`src/rtl/temp_sample_sequencer.sv`:
```
// Sample sequencer for the temperature calculator: triggers ADC conversions,
// holds the calculator inputs stable, captures tempc and tracks alarm/timeout.
module temp_sample_sequencer #(
    parameter int unsigned PERIOD   = 1000,
    parameter int unsigned CALC_LAT = 2,
    parameter int unsigned TIMEOUT  = 64,
    parameter logic [31:0] RST_BASE = 32'd1,
    parameter logic [7:0]  RST_REF  = 8'd24
) (
    input  logic        clk,
    input  logic        rst_n,
    input  logic        enable,
    input  logic        force_sample,
    input  logic        cfg_load,
    input  logic [31:0] cfg_tc_base,
    input  logic [7:0]  cfg_tc_ref,
    input  logic [31:0] thr_hi,
    input  logic [31:0] thr_lo,
    input  logic        err_clr,
    output logic        adc_start,
    input  logic        adc_valid,
    input  logic [15:0] adc_data,
    output logic [31:0] calc_tc_base,
    output logic [7:0]  calc_tc_ref,
    output logic [15:0] calc_adc_data,
    input  logic [31:0] calc_tempc,
    output logic        busy,
    output logic [31:0] temp_out,
    output logic        temp_valid,
    output logic        alarm,
    output logic        timeout_err,
    output logic [15:0] sample_cnt
);

    localparam int unsigned PW = (PERIOD > 1) ? $clog2(PERIOD) : 1;
    localparam int unsigned TW = $clog2(TIMEOUT + 1);
    localparam int unsigned CW = $clog2(CALC_LAT + 1);

    typedef enum logic [2:0] {
        IDLE,
        START,
        WAIT_ADC,
        CALC,
        CAPTURE
    } state_t;

    state_t      state_reg;
    logic [PW-1:0] period_cnt_reg;
    logic [TW-1:0] wait_cnt_reg;
    logic [CW-1:0] calc_cnt_reg;
    logic        force_pend_reg;
    logic        cfg_pend_reg;
    logic [31:0] stage_base_reg;
    logic [7:0]  stage_ref_reg;
    logic [31:0] calc_base_reg;
    logic [7:0]  calc_ref_reg;
    logic [15:0] calc_adc_reg;
    logic        adc_start_reg;
    logic        busy_reg;
    logic [31:0] temp_out_reg;
    logic        temp_valid_reg;
    logic        alarm_reg;
    logic        timeout_err_reg;
    logic [15:0] sample_cnt_reg;

    always_ff @(posedge clk) begin
        if (!rst_n) begin
            state_reg       <= IDLE;
            period_cnt_reg  <= '0;
            wait_cnt_reg    <= '0;
            calc_cnt_reg    <= '0;
            force_pend_reg  <= 1'b0;
            cfg_pend_reg    <= 1'b0;
            stage_base_reg  <= RST_BASE;
            stage_ref_reg   <= RST_REF;
            calc_base_reg   <= RST_BASE;
            calc_ref_reg    <= RST_REF;
            calc_adc_reg    <= '0;
            adc_start_reg   <= 1'b0;
            busy_reg        <= 1'b0;
            temp_out_reg    <= '0;
            temp_valid_reg  <= 1'b0;
            alarm_reg       <= 1'b0;
            timeout_err_reg <= 1'b0;
            sample_cnt_reg  <= '0;
        end else begin
            adc_start_reg  <= 1'b0;
            temp_valid_reg <= 1'b0;
            if (cfg_load) begin
                stage_base_reg <= cfg_tc_base;
                stage_ref_reg  <= cfg_tc_ref;
                cfg_pend_reg   <= 1'b1;
            end
            if (force_sample)
                force_pend_reg <= 1'b1;
            if (err_clr)
                timeout_err_reg <= 1'b0;

            case (state_reg)
                IDLE: begin
                    // Config only moves into the calculator here, so a sample in flight never sees it change.
                    if (cfg_load) begin
                        calc_base_reg <= cfg_tc_base;
                        calc_ref_reg  <= cfg_tc_ref;
                        cfg_pend_reg  <= 1'b0;
                    end else if (cfg_pend_reg) begin
                        calc_base_reg <= stage_base_reg;
                        calc_ref_reg  <= stage_ref_reg;
                        cfg_pend_reg  <= 1'b0;
                    end
                    if (!enable) begin
                        period_cnt_reg <= '0;
                        force_pend_reg <= 1'b0;
                    end else if (period_cnt_reg == PW'(PERIOD - 1) || force_sample || force_pend_reg) begin
                        period_cnt_reg <= '0;
                        force_pend_reg <= 1'b0;
                        adc_start_reg  <= 1'b1;
                        busy_reg       <= 1'b1;
                        state_reg      <= START;
                    end else begin
                        period_cnt_reg <= period_cnt_reg + 1'b1;
                    end
                end
                START: begin
                    wait_cnt_reg <= '0;
                    state_reg    <= WAIT_ADC;
                end
                WAIT_ADC: begin
                    if (adc_valid) begin
                        calc_adc_reg <= adc_data;
                        calc_cnt_reg <= '0;
                        state_reg    <= CALC;
                    end else if (wait_cnt_reg == TW'(TIMEOUT - 1)) begin
                        timeout_err_reg <= 1'b1;
                        busy_reg        <= 1'b0;
                        state_reg       <= IDLE;
                    end else begin
                        wait_cnt_reg <= wait_cnt_reg + 1'b1;
                    end
                end
                CALC: begin
                    if (calc_cnt_reg == CW'(CALC_LAT - 1))
                        state_reg <= CAPTURE;
                    else
                        calc_cnt_reg <= calc_cnt_reg + 1'b1;
                end
                CAPTURE: begin
                    temp_out_reg   <= calc_tempc;
                    temp_valid_reg <= 1'b1;
                    sample_cnt_reg <= sample_cnt_reg + 16'd1;
                    if (calc_tempc >= thr_hi)
                        alarm_reg <= 1'b1;
                    else if (calc_tempc < thr_lo)
                        alarm_reg <= 1'b0;
                    busy_reg  <= 1'b0;
                    state_reg <= IDLE;
                end
                default: begin
                    busy_reg  <= 1'b0;
                    state_reg <= IDLE;
                end
            endcase
        end
    end

    assign adc_start     = adc_start_reg;
    assign busy          = busy_reg;
    assign calc_tc_base  = calc_base_reg;
    assign calc_tc_ref   = calc_ref_reg;
    assign calc_adc_data = calc_adc_reg;
    assign temp_out      = temp_out_reg;
    assign temp_valid    = temp_valid_reg;
    assign alarm         = alarm_reg;
    assign timeout_err   = timeout_err_reg;
    assign sample_cnt    = sample_cnt_reg;

endmodule

```
`config.mk`:
```
export PLATFORM = sky130hd
export DESIGN_NAME = temp_sample_sequencer
export DESIGN_NICKNAME = d
export VERILOG_FILES = /design/src/rtl/temp_sample_sequencer.sv
export SDC_FILE = /design/constraint.sdc
export NUM_CORES = 1
export LEC_CHECK = 0
export CAP_MARGIN = 20
export CORE_ASPECT_RATIO = 0.75
export CORE_MARGIN = 1.5
export CORE_UTILIZATION = 49
export DETAILED_ROUTE_END_ITERATION = 10
export PLACE_DENSITY_LB_ADDON = 0.25
export SLEW_MARGIN = 20
export SYNTH_ARGS = -nofsm -noshare
export SYNTH_HDL_FRONTEND = slang
export SYNTH_SLANG_ARGS = --single-unit
```
`constraint.sdc`:
```
create_clock -name clk -period 6.44 [get_ports clk]
set_input_delay 1.288 -clock clk [delete_from_list [all_inputs] [get_ports clk]]
set_output_delay 1.288 -clock clk [all_outputs]
set_load 0.01 [all_outputs]
```
==> impl_metrics.env <==
export IMPL_syn_inst=932
export IMPL_wl_met3_um=1180
export IMPL_io_pins=268
export IMPL_rr_worst_depth=5
export IMPL_wirelength_um=21000
export IMPL_coreArea_um2=15400
export IMPL_fp_dieW_um=149
export IMPL_htreeDepth=4
export IMPL_synth_xor_area_share_pct=2.01
export IMPL_drive_gt1_share_pct=3.61
export IMPL_grt_overflow=0
export IMPL_vias=7232
export IMPL_antenna_cells=0
export IMPL_synth_most_common_cell="dfxtp_1"
export IMPL_cts_path_max_buffers=2
export IMPL_antenna_found_initial=1
export IMPL_synth_top_family_by_area="simple AND/OR/NAND/NOR gates"
export IMPL_avgSynthCellArea_um2=8.42
export IMPL_p_per_area_nw_per_um2=227
export IMPL_ant_nets=0
export IMPL_hold_viol=0
export IMPL_r2r_slack_ns=3.85
export IMPL_arrival_ns=3.78
export IMPL_slew_viol_final=0
export IMPL_routed_wl_met2_um=9970
export IMPL_grt_pass1_wl_um=33800
export IMPL_synth_distinct_cells=46
export IMPL_yosys_area_top_type="dfxtp_1"
export IMPL_utilization_pct=73.1
export IMPL_port_buffers=267
export IMPL_yosysSeqAreaShare_pct=44.1
export IMPL_yosys_area_share_adder_pct=10.7
export IMPL_crit_fanout=91
export IMPL_synthesis_area_um2=7850
export IMPL_cts_tree="built"
export IMPL_finalCriticalPeriod_ns=3.50
export IMPL_maxCapViolations=0
export IMPL_syn_to_final_growth_pct=43.5
export IMPL_ys_flop_type="dfxtp_1"
export IMPL_netlist_top_cells_area="dfxtp_1 44%, ha_1 11%, nand2_1 7.3%"
export IMPL_timing_slew_headroom_pct=38.2
export IMPL_ctsHoldBuffers=0
export IMPL_synth_edf_count=0
export IMPL_yosys_warnings=0
export IMPL_wl_per_cell_um=15.1
export IMPL_die_h_um=113
export IMPL_drtPass1Iterations=5
export IMPL_fin_tns_setup_ns=0
export IMPL_avgViaCountPerCell=5.18
export IMPL_min_delay_worst_endpoint="calc_adc_data[4]"
export IMPL_netlist_top_cells_count="173 x dfxtp_1, 153 x nand2_1, 111 x nor2_1, 88 x a21oi_1, 69 x inv_1"
export IMPL_synthSimpleGateAreaFrac_pct=19.3
export IMPL_netlist_area_leader_share_pct=44.1
export IMPL_critical_path_endpoint_type="flop"
export IMPL_async_reset_ff_share_pct=0
export IMPL_power_mw=2.55
export IMPL_cts_root_buf="clkbuf_16"
export IMPL_ys_ff_latch=173
export IMPL_cts_resized=0
export IMPL_hpwl_um=15600
export IMPL_clk_pin_slew_ns=0.07
export IMPL_min_delay_start="calc_adc_data[4]"
export IMPL_clkSinkCount=173
export IMPL_clk_latency_ns=0.42
export IMPL_finalCritPeriodShare_pct=54.3
export IMPL_rr_endpoint="calc_tc_base[9]"
export IMPL_top_layer="met5"
export IMPL_die_area_um2=16800
export IMPL_fmax_mhz=286
export IMPL_worstSetupPathType="primary input to flop"
export IMPL_ir_drop_uv=220
export IMPL_cp_required_ns=6.72
export IMPL_fin_skew_ns=0.0117
export IMPL_place_gp_congestion=0.866
export IMPL_tightestPinTransition_ns=0.927
export IMPL_rsz0062_at_grt="false"
export IMPL_run_status="completed"
export IMPL_wl_met1_um=9360
export IMPL_setup_violations=0
export IMPL_nets=1405
export IMPL_syn_nets=1158
export IMPL_hold_depth=2
export IMPL_post_cts_setup_buffers=0
export IMPL_drtIter0Drc=458
export IMPL_synth_compound_area_share_pct=13.3
export IMPL_setup_worst_path_start_class="primary input"
export IMPL_start_util_pct=50.9
export IMPL_synth_mux_area_share_pct=5.10
export IMPL_grt_start_max_net_pins=92
export IMPL_worstHoldPathType="flop to flop"
export IMPL_cts_made_buffers=17
export IMPL_track_usage_pct=25.2
export IMPL_rows=39
export IMPL_reg2reg_from="state_reg[1]"
export IMPL_first_global_vias=6979
export IMPL_remaining_drc_errors=0
export IMPL_p_leak_nw=4.61
[worst max-delay path: stages]
cell and delay [ns]:
clkdlybuf4s50_1 0.82, inv_4 0.88, buf_4 0.61, nor2_1 0.11
[layout by cell type (no fill, tap or decap), types with 5 or more instances in the layout]
cell	count
xor2_1	13
clkdlybuf4s50_1	266
dfxtp_1	173
a211oi_1	39
nor3_1	8
o21ai_0	27
or3_1	7
nor2_1	110
nand2b_1	7
nand4_1	11
inv_1	68
ha_1	67
nand3_1	19
a21oi_1	88
nand2_1	153
and4_1	9
clkbuf_16	17
mux2i_1	40
xnor2_1	5
and3_1	7
[per-stage QoR]
stage,area [um^2],hold WS [ns],cells,setup WS [ns]
3_5_place_dp,10700,0.446,1365,2.50
4_1_cts,11300,0.455,1397,2.95
6_report,11300,0.455,1397,2.94
5_1_grt,11300,0.466,1397,2.79
2_1_floorplan,7850,0.422,932,3.40
3_3_place_gp,10600,0.441,1364,2.52
[final cells by class]
cell class / count / area (um^2)
Tap cell: 205 / 256
Clock inverter: 15 / 171
Multi-Input combinational cell: 646 / 3960
Inverter: 69 / 262
Fill cell: 1190 / 4150
Sequential cell: 173 / 3460
Clock buffer: 17 / 425
Timing Repair Buffer: 272 / 2730
[how the worst max path moves through the flow]
stage	endpoint	depth (start not counted)	slack, ns	from
6_report	sample_cnt[6]	4	2.94	rst_n
5_1_grt	sample_cnt[2]	4	2.79	rst_n
4_1_cts	sample_cnt[6]	4	2.95	rst_n
3_5_place_dp	sample_cnt[2]	4	2.50	rst_n
3_3_place_gp	stage_base_reg[19]	4	2.52	rst_n
2_1_floorplan	alarm	8	3.40	calc_tempc[0]
[cells by family (layout without fill, tap and decap cells)]
family                   count (synthesis)  in the layout
multiplexers                            40             40
AND/OR/NAND/NOR                        346            346
XOR/XNOR                                18             18
AO/OA/AOI/OAI                          175            175
buffers and inverters                  113            373
adder cells (fa/ha/maj)                 67             67
flip-flops                             173            173
[layer usage]
| metal | up-vias | track usage (%) |
|---|---|---|
| li1 | 3682 | - |
| met3 | 39 | 5.04 |
| met4 | 2 | 9.37 |
| met2 | 199 | 42.8 |
| met1 | 3310 | 31.5 |
| met5 | - | 0 |
[power breakdown]
group	internal (mW)	total, mW	switching [mW]	leakage, nW
Clock	0.554	1.02	0.471	0.288
Sequential	1.12	1.14	0.0229	1.41
Combinational	0.212	0.392	0.180	2.91
Power figures use the tool's default switching activity.
